## src/rtl/poly_voice_engine.sv

```systemverilog
// Time-multiplexed polyphonic voice core: sawtooth phase + linear ADSR per voice, 3-stage mix pipeline.
// Optional feature macro POLY_VOICE_RETRIGGER_EN: a gate rise restarts phase and level from zero.
module poly_voice_engine #(
    parameter int VOICES     = 4,
    parameter int PHASE_BITS = 24,
    parameter int AMP_BITS   = 16,
    parameter int ENV_BITS   = 32,
    localparam int OUT_BITS  = AMP_BITS + $clog2(VOICES)
) (
    input  logic                          clock,
    input  logic                          reset_n,
    input  logic                          sample_tick,
    input  logic [VOICES-1:0]             gate,
    input  logic [VOICES*PHASE_BITS-1:0]  freq_inc,
    input  logic [ENV_BITS-1:0]           attack_step,
    input  logic [ENV_BITS-1:0]           decay_step,
    input  logic [ENV_BITS-1:0]           sustain_level,
    input  logic [ENV_BITS-1:0]           release_step,
    output logic signed [OUT_BITS-1:0]    out_sample,
    output logic                          out_valid,
    output logic                          busy,
    output logic [VOICES-1:0]             active,
    output logic                          overrun
);

    localparam int CNT_BITS  = $clog2(VOICES + 3);
    localparam int VIDX_BITS = (VOICES > 1) ? $clog2(VOICES) : 1;
    localparam logic [CNT_BITS-1:0] LAST_CNT   = CNT_BITS'(VOICES + 2);
    localparam logic [CNT_BITS-1:0] VOICES_CNT = CNT_BITS'(VOICES);
    localparam logic [ENV_BITS:0]   ENV_MAX_X  = {1'b0, {ENV_BITS{1'b1}}};

    typedef enum logic [2:0] {
        ENV_IDLE,
        ENV_ATTACK,
        ENV_DECAY,
        ENV_SUSTAIN,
        ENV_RELEASE
    } env_state_t;

    env_state_t            env_state [VOICES];
    logic [ENV_BITS-1:0]   level     [VOICES];
    logic [PHASE_BITS-1:0] phase     [VOICES];
    logic [VOICES-1:0]     prev_gate;

    logic [CNT_BITS-1:0]   cnt;
    logic [VIDX_BITS-1:0]  vidx;
    logic                  s1_en;

    // S1 combinational results for the voice in its slot
    logic                  gate_now;
    logic                  rise;
    logic [PHASE_BITS-1:0] inc;
    logic [ENV_BITS-1:0]   base_level;
    logic [PHASE_BITS-1:0] base_phase;
    logic [ENV_BITS:0]     att_sum;
    env_state_t            eff_state;
    env_state_t            nxt_state;
    logic [ENV_BITS-1:0]   nxt_level;
    logic [PHASE_BITS-1:0] nxt_phase;

    // S2/S3 pipeline
    logic                       s2_valid, s2_last, s3_valid, s3_last;
    logic signed [AMP_BITS-1:0] s2_wave;
    logic signed [AMP_BITS:0]   s2_env;
    logic signed [2*AMP_BITS:0] prod;
    logic signed [AMP_BITS-1:0] s3_voice;
    logic signed [OUT_BITS-1:0] voice_ext;
    logic signed [OUT_BITS-1:0] acc;

    assign vidx  = cnt[VIDX_BITS-1:0];
    assign s1_en = busy && (cnt < VOICES_CNT);

    // NOTE: combinational blocks use blocking '=' and assign every output a default first so no latch is inferred.
    always_comb begin
        gate_now   = gate[vidx];
        rise       = gate_now && !prev_gate[vidx];
        inc        = freq_inc[vidx*PHASE_BITS +: PHASE_BITS];
        base_level = level[vidx];
        base_phase = phase[vidx];
`ifdef POLY_VOICE_RETRIGGER_EN
        if (rise) begin
            base_level = '0;
            base_phase = '0;
        end
`endif
        eff_state = env_state[vidx];
        if (rise)
            eff_state = ENV_ATTACK;
        else if (!gate_now && (eff_state inside {ENV_ATTACK, ENV_DECAY, ENV_SUSTAIN}))
            eff_state = ENV_RELEASE;

        att_sum   = {1'b0, base_level} + {1'b0, attack_step};
        nxt_state = eff_state;
        nxt_level = base_level;
        case (eff_state)
            ENV_ATTACK: begin
                if (att_sum >= ENV_MAX_X) begin
                    nxt_level = '1;
                    nxt_state = ENV_DECAY;
                end else begin
                    nxt_level = att_sum[ENV_BITS-1:0];
                end
            end
            ENV_DECAY: begin
                // Underflow counts as having passed the sustain level
                if (base_level <= decay_step || (base_level - decay_step) <= sustain_level) begin
                    nxt_level = sustain_level;
                    nxt_state = ENV_SUSTAIN;
                end else begin
                    nxt_level = base_level - decay_step;
                end
            end
            ENV_SUSTAIN: nxt_level = sustain_level;
            ENV_RELEASE: begin
                if (base_level <= release_step) begin
                    nxt_level = '0;
                    nxt_state = ENV_IDLE;
                end else begin
                    nxt_level = base_level - release_step;
                end
            end
            default: nxt_level = base_level;
        endcase
        nxt_phase = base_phase + inc;
    end

    assign prod      = (2*AMP_BITS+1)'(s2_wave) * (2*AMP_BITS+1)'(s2_env);
    assign voice_ext = OUT_BITS'(s3_voice);

    always_comb begin
        for (int v = 0; v < VOICES; v++)
            active[v] = (env_state[v] != ENV_IDLE);
    end

    // NOTE: the small per-voice state arrays are reset explicitly because reset must silence every voice.
    always_ff @(posedge clock) begin
        if (!reset_n) begin
            busy       <= 1'b0;
            cnt        <= '0;
            overrun    <= 1'b0;
            out_valid  <= 1'b0;
            out_sample <= '0;
            acc        <= '0;
            s2_valid   <= 1'b0;
            s2_last    <= 1'b0;
            s3_valid   <= 1'b0;
            s3_last    <= 1'b0;
            prev_gate  <= '0;
            for (int v = 0; v < VOICES; v++) begin
                env_state[v] <= ENV_IDLE;
                level[v]     <= '0;
                phase[v]     <= '0;
            end
        end else begin
            out_valid <= 1'b0;

            if (sample_tick && !busy) begin
                busy <= 1'b1;
                cnt  <= '0;
            end else if (busy) begin
                if (cnt == LAST_CNT)
                    busy <= 1'b0;
                else
                    cnt <= cnt + 1'b1;
            end
            if (sample_tick && busy)
                overrun <= 1'b1;

            if (s1_en) begin
                env_state[vidx] <= nxt_state;
                level[vidx]     <= nxt_level;
                phase[vidx]     <= nxt_phase;
                prev_gate[vidx] <= gate_now;
            end

            s2_valid <= s1_en;
            s2_last  <= (vidx == VIDX_BITS'(VOICES - 1));
            s3_valid <= s2_valid;
            s3_last  <= s2_last;

            if (s3_valid) begin
                if (s3_last) begin
                    out_sample <= acc + voice_ext;
                    out_valid  <= 1'b1;
                    acc        <= '0;
                end else begin
                    acc <= acc + voice_ext;
                end
            end
        end
    end

    // Datapath registers are qualified by the valid bits, so they carry no reset
    always_ff @(posedge clock) begin
        s2_wave  <= nxt_phase[PHASE_BITS-1 -: AMP_BITS];
        s2_env   <= {1'b0, nxt_level[ENV_BITS-1 -: AMP_BITS]};
        s3_voice <= prod[AMP_BITS +: AMP_BITS];
    end

endmodule

```

## config.mk

```make
export PLATFORM = sky130hd
export DESIGN_NAME = poly_voice_engine
export DESIGN_NICKNAME = d
export VERILOG_FILES = /design/src/rtl/poly_voice_engine.sv
export SDC_FILE = /design/constraint.sdc
export NUM_CORES = 2
export LEC_CHECK = 0
export ABC_AREA = 1
export CAP_MARGIN = 20
export CORE_MARGIN = 4
export CORE_UTILIZATION = 60
export DETAILED_ROUTE_END_ITERATION = 10
export GPL_TIMING_DRIVEN = 0
export PLACE_DENSITY = 0.93
export SYNTH_ARGS = -nofsm -noshare
export SYNTH_HDL_FRONTEND = slang
export SYNTH_SLANG_ARGS = --single-unit
```

## constraint.sdc

```tcl
create_clock -name clock -period 7.6 [get_ports clock]
set_input_delay 2.28 -clock clock [delete_from_list [all_inputs] [get_ports clock]]
set_output_delay 2.28 -clock clock [all_outputs]
set_load 0.01 [all_outputs]
```

Yosys cells after proc, flatten, opt, wreduce, memory -nomap -nowiden
Memory sizes are Yosys's and may differ from the RTL's. A register that Yosys moved wholly into a read port is not among the register bits.
Index checks and enable logic that the tools add are counted.
Storage, ports and cells
  bits in registers: 98
  memory bits (writable): 236
  output and inout port bits: 25
  logic and storage cells: 107
  memories: 3
Memories
  level: depth 4, width 32, read ports 1, clocked after memory_dff 1, wr ports 4, RTL line 41  | logic [ENV_BITS-1:0] level [VOICES];
  phase: depth 4, width 24, read ports 1, clocked after memory_dff 1, wr ports 4, RTL line 42  | logic [PHASE_BITS-1:0] phase [VOICES];
  env_state: depth 4, width 3, read ports 5, clocked after memory_dff 1, wr ports 4, RTL line 40  | env_state_t env_state [VOICES];
Operators by class
  add/sub/neg operators: 6
  multiply operators: 2
  magnitude comparators: 7
  eq/ne operators: 9
  shifts and indexed selects: 1
  muxes and demuxes: 41
  bitwise operators: 2
  reduce and logical (&&, ||, !) cells: 22
Operators with widths (count)
  $mux 32: 4
  $pmux 32 s4: 1
  $le 32x32->1: 3
  $shiftx 96x8->24: 1
  $sub 32x32->32: 2
  $add 32x32->33: 1
  $ge 33x32->1 const B: 1
  $mul 16x17->32: 1
  $reduce_or 32->1: 1
  $add 24x24->24: 1
  $mux 24: 1
  $reduce_or 24->1: 1
  $add 18x16->18: 1
  $mux 18: 1
  $mux 2: 9
  $mux 3: 6
  $reduce_bool 3->1: 5
  $mux 1: 14
  $eq 3x2->1 const B: 4
  $pmux 3 s3: 1
  $eq 3x1->1 const B: 2
  $eq 3x3->1 const B: 2
  $logic_and 1x1->1: 6
  $reduce_and 2->1: 3
  14 further kinds: 18

Logic depth before layout (Yosys ltp)
  depth in word-level cells: 9
  mapped depth: 38

Worst setup path before layout
OpenSTA, ideal clock, no wires.
  path type: input port to flip-flop
  start point: in decay_step[0]
  end point: mem level[3][30], data pin
  setup time: 0.266 ns
  arrival time: 5.899 ns
  setup slack: 1.435 ns
  cell stages on the path: 22
  path buffers: 1
  cell sequence: ha_1 > fa_1 > o21ai_1 > a21boi_0 > o21ai_0 > nand3_1 > nand2_1 > xor2_1 > inv_1 > ha_1 > nand2_1 > nor2_1 > nand2_1 > nor4_1 > a21oi_1 > nor2_1 > buf_2 > nand2_1 > o211ai_1 > nand2_1 > nor3_2 > nor2_1
RTL lines
  start, declared: RTL line 16  | input logic [ENV_BITS-1:0] decay_step,
  end, declared: RTL line 41

==> results.cfg <==
[floorplan]
start_util_pct = 60.8
die_w_um = 242
rows = 85
ios = 256
die_h_um = 242
coreArea_sq_mm = 0.0540
die_area_sq_mm = 0.0585

[worst_setup_path]
arrival_ns = 7.68
cpPeakStageDelay_ns = 0.97
path_class = flop to flop
r2r_slack_ns = 0.19
cp_max_fo = 10
cp.required_ns = 7.87
r2r_end = level[2][29]
worst_path_max_delay_cell = o22ai_1
cp-start-kind = flop
cp-end-kind = flop
crit_top_cell = nand2_1
reg2reg_depth = 33

[synthesis]
ys_ff_latch = 336
yosysWarnings = 0
post_synth_num_cell_types = 54
synthMuxAreaShare_pct = 0
synth_top_area_cell = edfxtp_1
synth_edf_count = 236
ys_seq_area_share_pct = 27.7
synth_xor_area_share_pct = 2.56
synth_commonest_cells = nand2_1, inv_1, nor2_1
syn_area_sq_mm = 0.0328
synthAdderAreaFrac_pct = 23.0
synth_most_common_cell = nand2_1
synth_top_family_by_area = simple AND/OR/NAND/NOR gates
yosys-top-cells-area = edfxtp_1, fa_1, nand2_1, ha_1, inv_1
synth-compound-area-share_pct = 11.8
synth_top_area_share_pct = 21.6
synthSimpleGateAreaFrac_pct = 23.9
async_reset_ff_share_pct = 0
syn_area_per_cell_sq_um = 7.30
syn_nets = 5214
syn-instance-count = 4499
synth_flop_cell = edfxtp_1

[timing]
hold_viol_final = 0
tightestPinTransition_ns = 1.29
grt_setup_unrepaired = false
layout_setup_ws_ns = 0.191
finClkSkew_ns = 0.0330
max_clock_freq_ghz = 0.135
slew_viol_final = 0
timing.slew.headroom_pct = 14.3
setup_viol = 0
post-route-min-period_ns = 7.41
fin_crit_sh_pct = 97.5

[global_routing]
grt_pass1_vias = 31900
grt_max_degree = 60
grt_pass1_wl_mm = 173
antenna_found_initial = 2
track_usage_pct = 37.6
grt-ovfl-total = 0

[outcome]
status = completed

[clocking]
clockRootBuffer = clkbuf_16
clk_pin_slew_ns = 0.07
tritoncts = built
cts_sinks = 336
clock_path_buffers = 3
worstSkewPairLatency_ns = 0.56
cts_hold_buf = 0
cts-buffers-inserted = 35
htreeDepth = 2

[flow_run]
cap_violations = 0

[cells_and_area]
num-nets-final = 5512
fin_area_sq_mm = 0.0376
area_delta_synth_final_pct = 14.5
seqCellArea_sq_mm = 0.00909
drive_gt1_share_pct = 3.94
fill_cells = 4217
multi_input_area_sq_mm = 0.0203

[hold_path]
holdPathEnd = s3_last
min_from = s2_last
hp-class = flop to flop
whs_path_depth = 2

[routing]
drtIter0Drc = 4405
vias = 33000
vias_per_cell = 5.98
wirelength_mm = 115
routedWlPerCell_um = 20.9
final_antenna_net_count = 0
route.detailed.drc = 0
dr.pass1.iters = 9

[placed_design]
place.detailed.hpwl_mm = 88.7
port_buffers = 254
dpl_worst_slack_ns = -0.981
place_congestion = 1.12
placed_cell_area_sq_mm = 0.0364
## layout make-up
| cell class | instances | area share (%) |
|---|---|---|
| multi-input combinational | 3207 | 53.8 |
| timing repair buffer | 261 | 7.08 |
| buffer | 154 | 1.68 |
| tap | 696 | 2.32 |
| clock inverter | 20 | 0.489 |
| clock buffer | 41 | 2.42 |
| inverter | 802 | 8.01 |
| sequential | 336 | 24.2 |
| antenna | 1 | 0.00665 |
## cell usage in the layout (no fill, tap or decap), types with 9 or more instances in the layout
cell	count
nand2_2	11
a21boi_0	11
nand2_1	1032
nand3_1	153
nor3_1	34
o22ai_1	43
ha_1	286
a31oi_1	11
a21oi_1	276
clkdlybuf4s50_1	254
or2_2	32
a22oi_1	26
dfxtp_1	100
fa_1	198
edfxtp_1	236
nand3b_1	14
or2_1	9
inv_1	768
clkbuf_1	123
xor2_1	62
o21ai_1	9
nor4_1	11
buf_2	15
nand4_1	25
xnor2_1	34
buf_1	11
o21bai_1	21
o21ai_0	251
clkbuf_16	35
inv_2	30
o21a_1	11
nor2_1	576
## cell families after synthesis
logic type / Yosys count
AND/OR/NAND/NOR: 1923
AO/OA/AOI/OAI: 704
adder cells (fa/ha/maj): 484
buffers and inverters: 956
flip-flops: 336
XOR/XNOR: 96
## how the worst max path moves through the flow
stage / start / to / slack [ns] / cells after the start
4_1_cts: flop / level[2][29] / 0.09 / 33
5_1_grt: s2_env[11] / s3_voice[9] / 0.006 / 22
3_3_place_gp: reset_n / level[3][9] / -1.19 / 3
3_5_place_dp: decay_step[0] / level[2][4] / -0.98 / 29
2_1_floorplan: decay_step[0] / level[3][30] / 1.43 / 22
6_report: flop / level[2][29] / 0.19 / 33
## critical path, delay by kind of cell (launching register included)
| family | cells | cell delay (ns) |
|---|---|---|
| simple gates | 19 | 2.54 |
| fa+ha+maj | 2 | 0.73 |
| compound gates | 4 | 1.56 |
| buf+inv | 8 | 1.90 |
| flops | 1 | 0.36 |
## metrics by stage
stage / instances / setup TNS (ns) / hold slack [ns] / utilization, %
CTS: 5514 / 0 / 0.411 / 69.4
global route: 5517 / 0 / 0.453 / 69.6
floorplan: 4499 / 0 / 0.390 / -
detailed placement: 5453 / -114.49 / 0.398 / 67.4
finish: 5518 / 0 / 0.410 / 69.6
global placement: 5449 / -325.18 / 0.396 / 67.1
## repair_timing
item	in CTS	in global routing
gates resized for setup	6	23
buffers inserted	0	2
gates cloned	0	0
endpoints found under the setup margin	148	148
pin swaps	0	2
## sequential cells by signal, summed over array words and instances, names as in the netlist, named ones only
name        cells
cnt             3
overrun         1
env_state      12
level         128
s2_last         1
s2_env         16
s3_last         1
s2_wave        16
prev_gate       4
s2_valid        1
busy            1
out_valid       1
s3_voice       16
phase          96
out_sample     18
s3_valid        1
acc            18
## routing by layer
layer	global-route usage (%)	vias to the layer above	share of wire, %
met4	20.5	4	7.0
met2	59.3	2418	44
met3	9.86	574	13
met5	0	-	0.023
met1	47.5	15100	36
li1	-	14900	-
Power is left out: the tool's default activity adds up to more than one toggle a clock period on the data nets, which glitch-free logic cannot reach.
